$ cat src/rtl/spm_serial_host_pkg.sv
// Shared types and defaults for the serial-parallel multiplier host.
// The FSM state encoding and the default build constants live here.
package spm_pkg;

   localparam int SPM_WIDTH = 32;
   localparam int SPM_P_LAT = 1;

   typedef enum logic [2:0] {
      S_IDLE,
      S_CLEAR,
      S_SHIFT,
      S_FLUSH,
      S_DONE
   } spm_state_e;

   // Counter must reach 2*w+p (the DONE value) without wrapping.
   function automatic int cnt_w(int w, int p);
      return $clog2(2*w + p + 1);
   endfunction

endpackage

$ cat src/rtl/spm_serial_host_if.sv
// Bundle of operand/product handshakes and the serial link to the spm.
// slave is the host side; master is whoever drives operands and models the spm.
interface spm_serial_host_if #(parameter int WIDTH = 32);

   logic                 in_valid;
   logic                 in_ready;
   logic [WIDTH-1:0]     in_y;
   logic                 spm_rst;
   logic                 spm_y;
   logic                 spm_p;
   logic                 out_valid;
   logic                 out_ready;
   logic [2*WIDTH-1:0]   out_p;

   modport slave (
      input  in_valid, in_y, spm_p, out_ready,
      output in_ready, spm_rst, spm_y, out_valid, out_p
   );

   modport master (
      output in_valid, in_y, spm_p, out_ready,
      input  in_ready, spm_rst, spm_y, out_valid, out_p
   );

endinterface

$ cat src/rtl/spm_shift_collect.sv
// Serial-in/parallel-out product register; each bit enters at the MSB so the
// first bit collected ends up at q[0].
module spm_shift_collect #(
   parameter int N = 64
) (
   input  logic         clk,
   input  logic         clr,
   input  logic         en,
   input  logic         d,
   output logic [N-1:0] q
);

   always_ff @(posedge clk) begin
      if (clr)
         q <= '0;
      else if (en)
         q <= {d, q[N-1:1]};
   end

endmodule

$ cat src/rtl/spm_serial_host.sv
// Host for a serial-parallel multiplier: serializes a signed y operand LSB
// first and collects the 2*WIDTH-bit product from the spm's serial output.
module spm_serial_host
   import spm_pkg::*;
#(
   parameter int WIDTH = SPM_WIDTH,
   parameter int P_LAT = SPM_P_LAT
) (
   input  logic            clk,
   input  logic            rst,
   spm_serial_host_if.slave bus
);

   localparam int PW = 2*WIDTH;
   localparam int CW = cnt_w(WIDTH, P_LAT);

   localparam logic [CW-1:0] SHIFT_LAST = CW'(PW - 1);
   localparam logic [CW-1:0] FLUSH_LAST = CW'(PW + P_LAT - 1);
   localparam logic [CW-1:0] CNT_P      = CW'(P_LAT);

   spm_state_e      state, state_nxt;
   logic [CW-1:0]   cnt;
   logic [PW-1:0]   ysr;
   logic [PW-1:0]   prod;
   logic            sample;
   logic            clr;

   always_ff @(posedge clk) begin
      if (rst)
         state <= S_IDLE;
      else
         state <= state_nxt;
   end

   always_comb begin
      state_nxt = state;
      unique case (state)
         S_IDLE:  if (bus.in_valid)         state_nxt = S_CLEAR;
         S_CLEAR:                           state_nxt = S_SHIFT;
         S_SHIFT: if (cnt == SHIFT_LAST)    state_nxt = S_FLUSH;
         S_FLUSH: if (cnt == FLUSH_LAST)    state_nxt = S_DONE;
         S_DONE:  if (bus.out_ready)        state_nxt = S_IDLE;
         default:                           state_nxt = S_IDLE;
      endcase
   end

   // Outputs are forced to their reset values for the whole time rst is high,
   // not only from the first clock edge that samples it.
   always_comb begin
      bus.in_ready  = 1'b0;
      bus.spm_rst   = 1'b0;
      bus.spm_y     = 1'b0;
      bus.out_valid = 1'b0;
      bus.out_p     = rst ? '0 : prod;
      sample        = 1'b0;
      clr           = 1'b0;
      if (rst) begin
         bus.spm_rst = 1'b1;
         clr         = 1'b1;
      end else begin
         unique case (state)
            S_IDLE:  bus.in_ready = 1'b1;
            S_CLEAR: begin
               bus.spm_rst = 1'b1;
               clr         = 1'b1;
            end
            S_SHIFT: begin
               bus.spm_y = ysr[0];
               sample    = (cnt >= CNT_P);
            end
            S_FLUSH: begin
               bus.spm_y = ysr[0];
               sample    = (cnt >= CNT_P);
            end
            S_DONE:  bus.out_valid = 1'b1;
            default: ;
         endcase
      end
   end

   // Arithmetic shift: once y is exhausted ysr[0] holds the sign bit, which is
   // exactly what FLUSH must keep feeding the spm.
   always_ff @(posedge clk) begin
      if (rst) begin
         cnt <= '0;
         ysr <= '0;
      end else begin
         unique case (state)
            S_IDLE:  if (bus.in_valid) ysr <= {{WIDTH{bus.in_y[WIDTH-1]}}, bus.in_y};
            S_CLEAR: cnt <= '0;
            S_SHIFT: begin
               cnt <= cnt + 1'b1;
               ysr <= {ysr[PW-1], ysr[PW-1:1]};
            end
            S_FLUSH: cnt <= cnt + 1'b1;
            default: ;
         endcase
      end
   end

   spm_shift_collect #(.N(PW)) u_collect (
      .clk (clk),
      .clr (clr),
      .en  (sample),
      .d   (bus.spm_p),
      .q   (prod)
   );

endmodule

$ cat src/flat_wrapper.sv
// flat-port wrapper written by rule: the top's interface ports become plain ports
module spm_serial_host_flat import spm_pkg::*;
#(
   parameter int WIDTH = SPM_WIDTH,
   parameter int P_LAT = SPM_P_LAT
)
  (clk, rst, bus_in_valid, bus_in_y, bus_spm_p, bus_out_ready, bus_in_ready, bus_spm_rst, bus_spm_y, bus_out_valid, bus_out_p);
  spm_serial_host_if #(.WIDTH(WIDTH)) bus_i ();
  input  logic clk;
  input  logic rst;
  input wire logic [$bits(bus_i.in_valid)-1:0] bus_in_valid;
  input wire logic [$bits(bus_i.in_y)-1:0] bus_in_y;
  input wire logic [$bits(bus_i.spm_p)-1:0] bus_spm_p;
  input wire logic [$bits(bus_i.out_ready)-1:0] bus_out_ready;
  output wire logic [$bits(bus_i.in_ready)-1:0] bus_in_ready;
  output wire logic [$bits(bus_i.spm_rst)-1:0] bus_spm_rst;
  output wire logic [$bits(bus_i.spm_y)-1:0] bus_spm_y;
  output wire logic [$bits(bus_i.out_valid)-1:0] bus_out_valid;
  output wire logic [$bits(bus_i.out_p)-1:0] bus_out_p;
  assign bus_i.in_valid = bus_in_valid;
  assign bus_i.in_y = bus_in_y;
  assign bus_i.spm_p = bus_spm_p;
  assign bus_i.out_ready = bus_out_ready;
  assign bus_in_ready = bus_i.in_ready;
  assign bus_spm_rst = bus_i.spm_rst;
  assign bus_spm_y = bus_i.spm_y;
  assign bus_out_valid = bus_i.out_valid;
  assign bus_out_p = bus_i.out_p;
  spm_serial_host #(.WIDTH(WIDTH), .P_LAT(P_LAT)) u_core (.clk(clk), .rst(rst), .bus(bus_i));
endmodule
$ cat config.mk
export PLATFORM = sky130hd
export DESIGN_NAME = spm_serial_host_flat
export DESIGN_NICKNAME = d
export VERILOG_FILES = /design/src/rtl/spm_serial_host_pkg.sv /design/src/rtl/spm_serial_host_if.sv /design/src/rtl/spm_shift_collect.sv /design/src/rtl/spm_serial_host.sv /design/src/flat_wrapper.sv
export SDC_FILE = /design/constraint.sdc
export NUM_CORES = 1
export LEC_CHECK = 0
export CORE_MARGIN = 4
export CORE_UTILIZATION = 40
export DETAILED_ROUTE_END_ITERATION = 10
export MAX_ROUTING_LAYER = met4
export PLACE_DENSITY = 0.72
export SLEW_MARGIN = 20
export SYNTH_ARGS = -nofsm -noshare
export SYNTH_HDL_FRONTEND = slang
export SYNTH_SLANG_ARGS = --single-unit
$ cat constraint.sdc
create_clock -name clk -period 4.44 [get_ports clk]
set_input_delay 1.332 -clock clk [delete_from_list [all_inputs] [get_ports clk]]
set_output_delay 1.332 -clock clk [all_outputs]
set_load 0.05 [all_outputs]
==> flow_summary.ini <==
[run_status]
status = finished clean

[synth]
ys_seq_area_share_pct = 45.1
synth_top_family_by_area = simple AND/OR/NAND/NOR gates
synth_mux_area_share_pct = 10.6
synth_fp_nets = 782
synthArstFlopShare_pct = 0
synth.largest_area_cell = dfxtp_1
synth_compound_area_share_pct = 9.97
synthFlopType = dfxtp_1
avgSynthCellArea_um2 = 8.25
synth_top_area_share_pct = 45.1
synthTopCellsByArea = dfxtp_1, mux2i_1, nand3_1, nand2_1, nor2_1
ys_warn_count = 0
yosys.area_share.simple_pct = 22.7
synthXorXnorAreaFrac_pct = 0.286
synth_edf_count = 0
synthAdderAreaFrac_pct = 0.613
ys_types = 39
synth-seq-cells = 138
syn_inst = 742
synthesis.area_um2 = 6120

[timing]
whs_ns = 0.456
tns_ns = 0
final-max-slew-violation-count = 0
relSlewSlack_pct = 35.5
finalWorstSetupSlack_ns = 0.686
fin_crit_sh_pct = 84.5
rsz0062_at_grt = false
post-route-min-period_ns = 3.75
finalSetupViolCount = 0
worst_pin_slew_ns = 0.967
hold_viol_final = 0
skew_ns = 0.00496
fmax_mhz = 266

[hold_path]
min_path_type = register to register

[cells_and_area]
nFillCells = 1366
area_delta_synth_final_pct = 23.9
drive_gt1_share_pct = 15.1
final_net_count = 848
antenna_cells = 0
final_util_pct = 51.4

[worst_setup_path]
start_kind = input port
cp_data_arrival_time_ns = 2.42
critPathBufInv = 2
cpMaxStageDelayCell = buf_4
worstPathRequired_ns = 3.11
path_delay_family = buffers and inverters
cp_slowest_stage_delay_ns = 0.58
crit_path_max_fanout = 77
cp_cell_sequence = buf_4, nor3b_2, and2_1, buf_12
path_class = input port to output port
cp-end-kind = output port

[global_route]
grt_max_degree = 78
grt.overflow.total = 0
antenna_found_initial = 0
grtUsageTotal_pct = 15.9
grt_pass1_vias = 4850
grt_pass1_wl_um = 22900

[power_and_ir_drop]
power.leakage_nw = 3.23
total_power_mw = 3.04
power_density_nw_per_um2 = 401
ir_worst_vdd_mv = 0.268

[die]
die_area_um2 = 17400
core_um2 = 14800
dieHeight_um = 132
die_width_um = 132
io_pins = 105
num_rows = 44
initial_core_util_pct = 41.5

[route]
drc = 0
drtIter0Drc = 408
via_per_inst = 5.15
first_pass_iters = 4
ant_nets = 0
wl_per_cell_um = 13.2
routed_wirelength_um = 13300
vias = 5177

[cts]
cts_tree = yes
cts_resized = 0
cts_max_level = 4
clockBufferDepth = 2
numCtsBuffers = 17
postCtsSetupBuffers = 0
insertion_delay_ns = 0.41
cts_root_buffer = clkbuf_16
ctsHoldBuffers = 0
clkSinkCount = 138
cts.reportedPaths.clkPinSlew_ns = 0.05

[placed_design]
port_buffers = 104
pre_cts_ws_ns = 0.686
gp_congestion = 0.785
hpwl_um = 8210

[flow_run]
drv_cap = 0
-- worst min-delay path, delay by kind of cell, from the launching register on --
kind / cells / cell delay (ns)
DFF: 1 / 0.31
and+or+nand+nor: 1 / 0.05
AOI/OAI and AO/OA: 1 / 0.05
-- kinds of logic after synthesis --
kind of cell    after synthesis
mux                          65
xor+xnor                      2
flops                       138
compound gates               82
simple gates                317
buf+inv                     135
fa+ha+maj                     3
-- metrics by stage --
step / instances / instance area, um2
final: 1005 / 7590
after global routing: 1005 / 7590
after CTS: 1005 / 7590
after detailed placement: 973 / 6970
after global placement: 973 / 6970
after floorplan: 742 / 6130
-- power by group --
part / leakage (nW) / internal (mW) / switching (mW) / total, mW
combinational: 1.80 / 0.102 / 0.165 / 0.267
clock: 0.301 / 0.917 / 0.525 / 1.44
sequential: 1.12 / 1.30 / 0.0342 / 1.33
-- synthesized netlist by cell type (2+ instances only) --
cell type  number
xnor2_1         2
a31oi_1        36
o21ai_0         3
a22oi_1         2
buf_2          19
buf_1           3
o211ai_1        2
and2_1          2
ha_1            3
or3b_2          2
clkbuf_1       38
nor2b_1         3
dfxtp_1       138
buf_12          7
nor2_1         97
nand3_1        99
mux2i_1        65
inv_1          67
a311oi_1       31
nand2_1       104
-- placed cells by master, fill, tap and decap left out, types with 2 or more instances in the layout --
cell | Yosys | final
nor2_1 | 97 | 97
bufinv_16 | 0 | 2
clkbuf_8 | 0 | 6
nand3_1 | 99 | 99
a311oi_1 | 31 | 31
a31oi_1 | 36 | 36
o211ai_1 | 2 | 2
dfxtp_1 | 138 | 138
clkinv_2 | 0 | 2
buf_12 | 7 | 3
nand2_1 | 104 | 104
clkdlybuf4s50_1 | 0 | 35
inv_1 | 67 | 66
clkinvlp_4 | 0 | 2
ha_1 | 3 | 3
and2_1 | 2 | 2
nor2b_1 | 3 | 3
clkinv_4 | 0 | 3
or3b_2 | 2 | 2
clkbuf_16 | 0 | 17
xnor2_1 | 2 | 2
buf_4 | 0 | 77
nor3b_2 | 1 | 2
mux2i_1 | 65 | 65
o21ai_0 | 3 | 3
a22oi_1 | 2 | 2
-- layout make-up --
class,instances,area [um2],area share (%)
repair buffers,115,988,13.0
multi-input cells,469,2740,36.1
clock buffers,23,508,6.69
clock inverters,9,111,1.47
well taps,184,230,3.03
flip-flops and latches,138,2760,36.4
inverters,67,251,3.31
-- flip-flops by register name, indices dropped and copies added, names as in the netlist --
signal / flops
u_core.cnt: 7
u_core.state: 3
u_core.ysr: 64
u_core.u_collect.q: 64
-- final timing paths --
kind | cells past startpoint | from | endpoint | slack (ns)
setup / recovery | 4 | rst | bus_spm_y | 0.69
hold / removal | 2 | u_core.ysr[63]$_SDFFE_PP0P_ | u_core.ysr[63]$_SDFFE_PP0P_ | 0.46
setup reg to reg | 4 | u_core.state[0]$_SDFFE_PP0P_ | u_core.ysr[5]$_SDFFE_PP0P_ | 2.00
hold reg to reg | 2 | u_core.ysr[63]$_SDFFE_PP0P_ | u_core.ysr[63]$_SDFFE_PP0P_ | 0.46
-- metal layers --
layer / GRT usage (%) / up-vias / part of all wire (%)
met1: 21.0 / 2412 / 50
li1: - / 2625 / -
met3: 4.55 / 9 / 5.4
met4: 4.96 / 0 / 0.96
met5: - / - / 0
met2: 23.5 / 131 / 43
No activity file was read; power rests on OpenSTA's default activity.
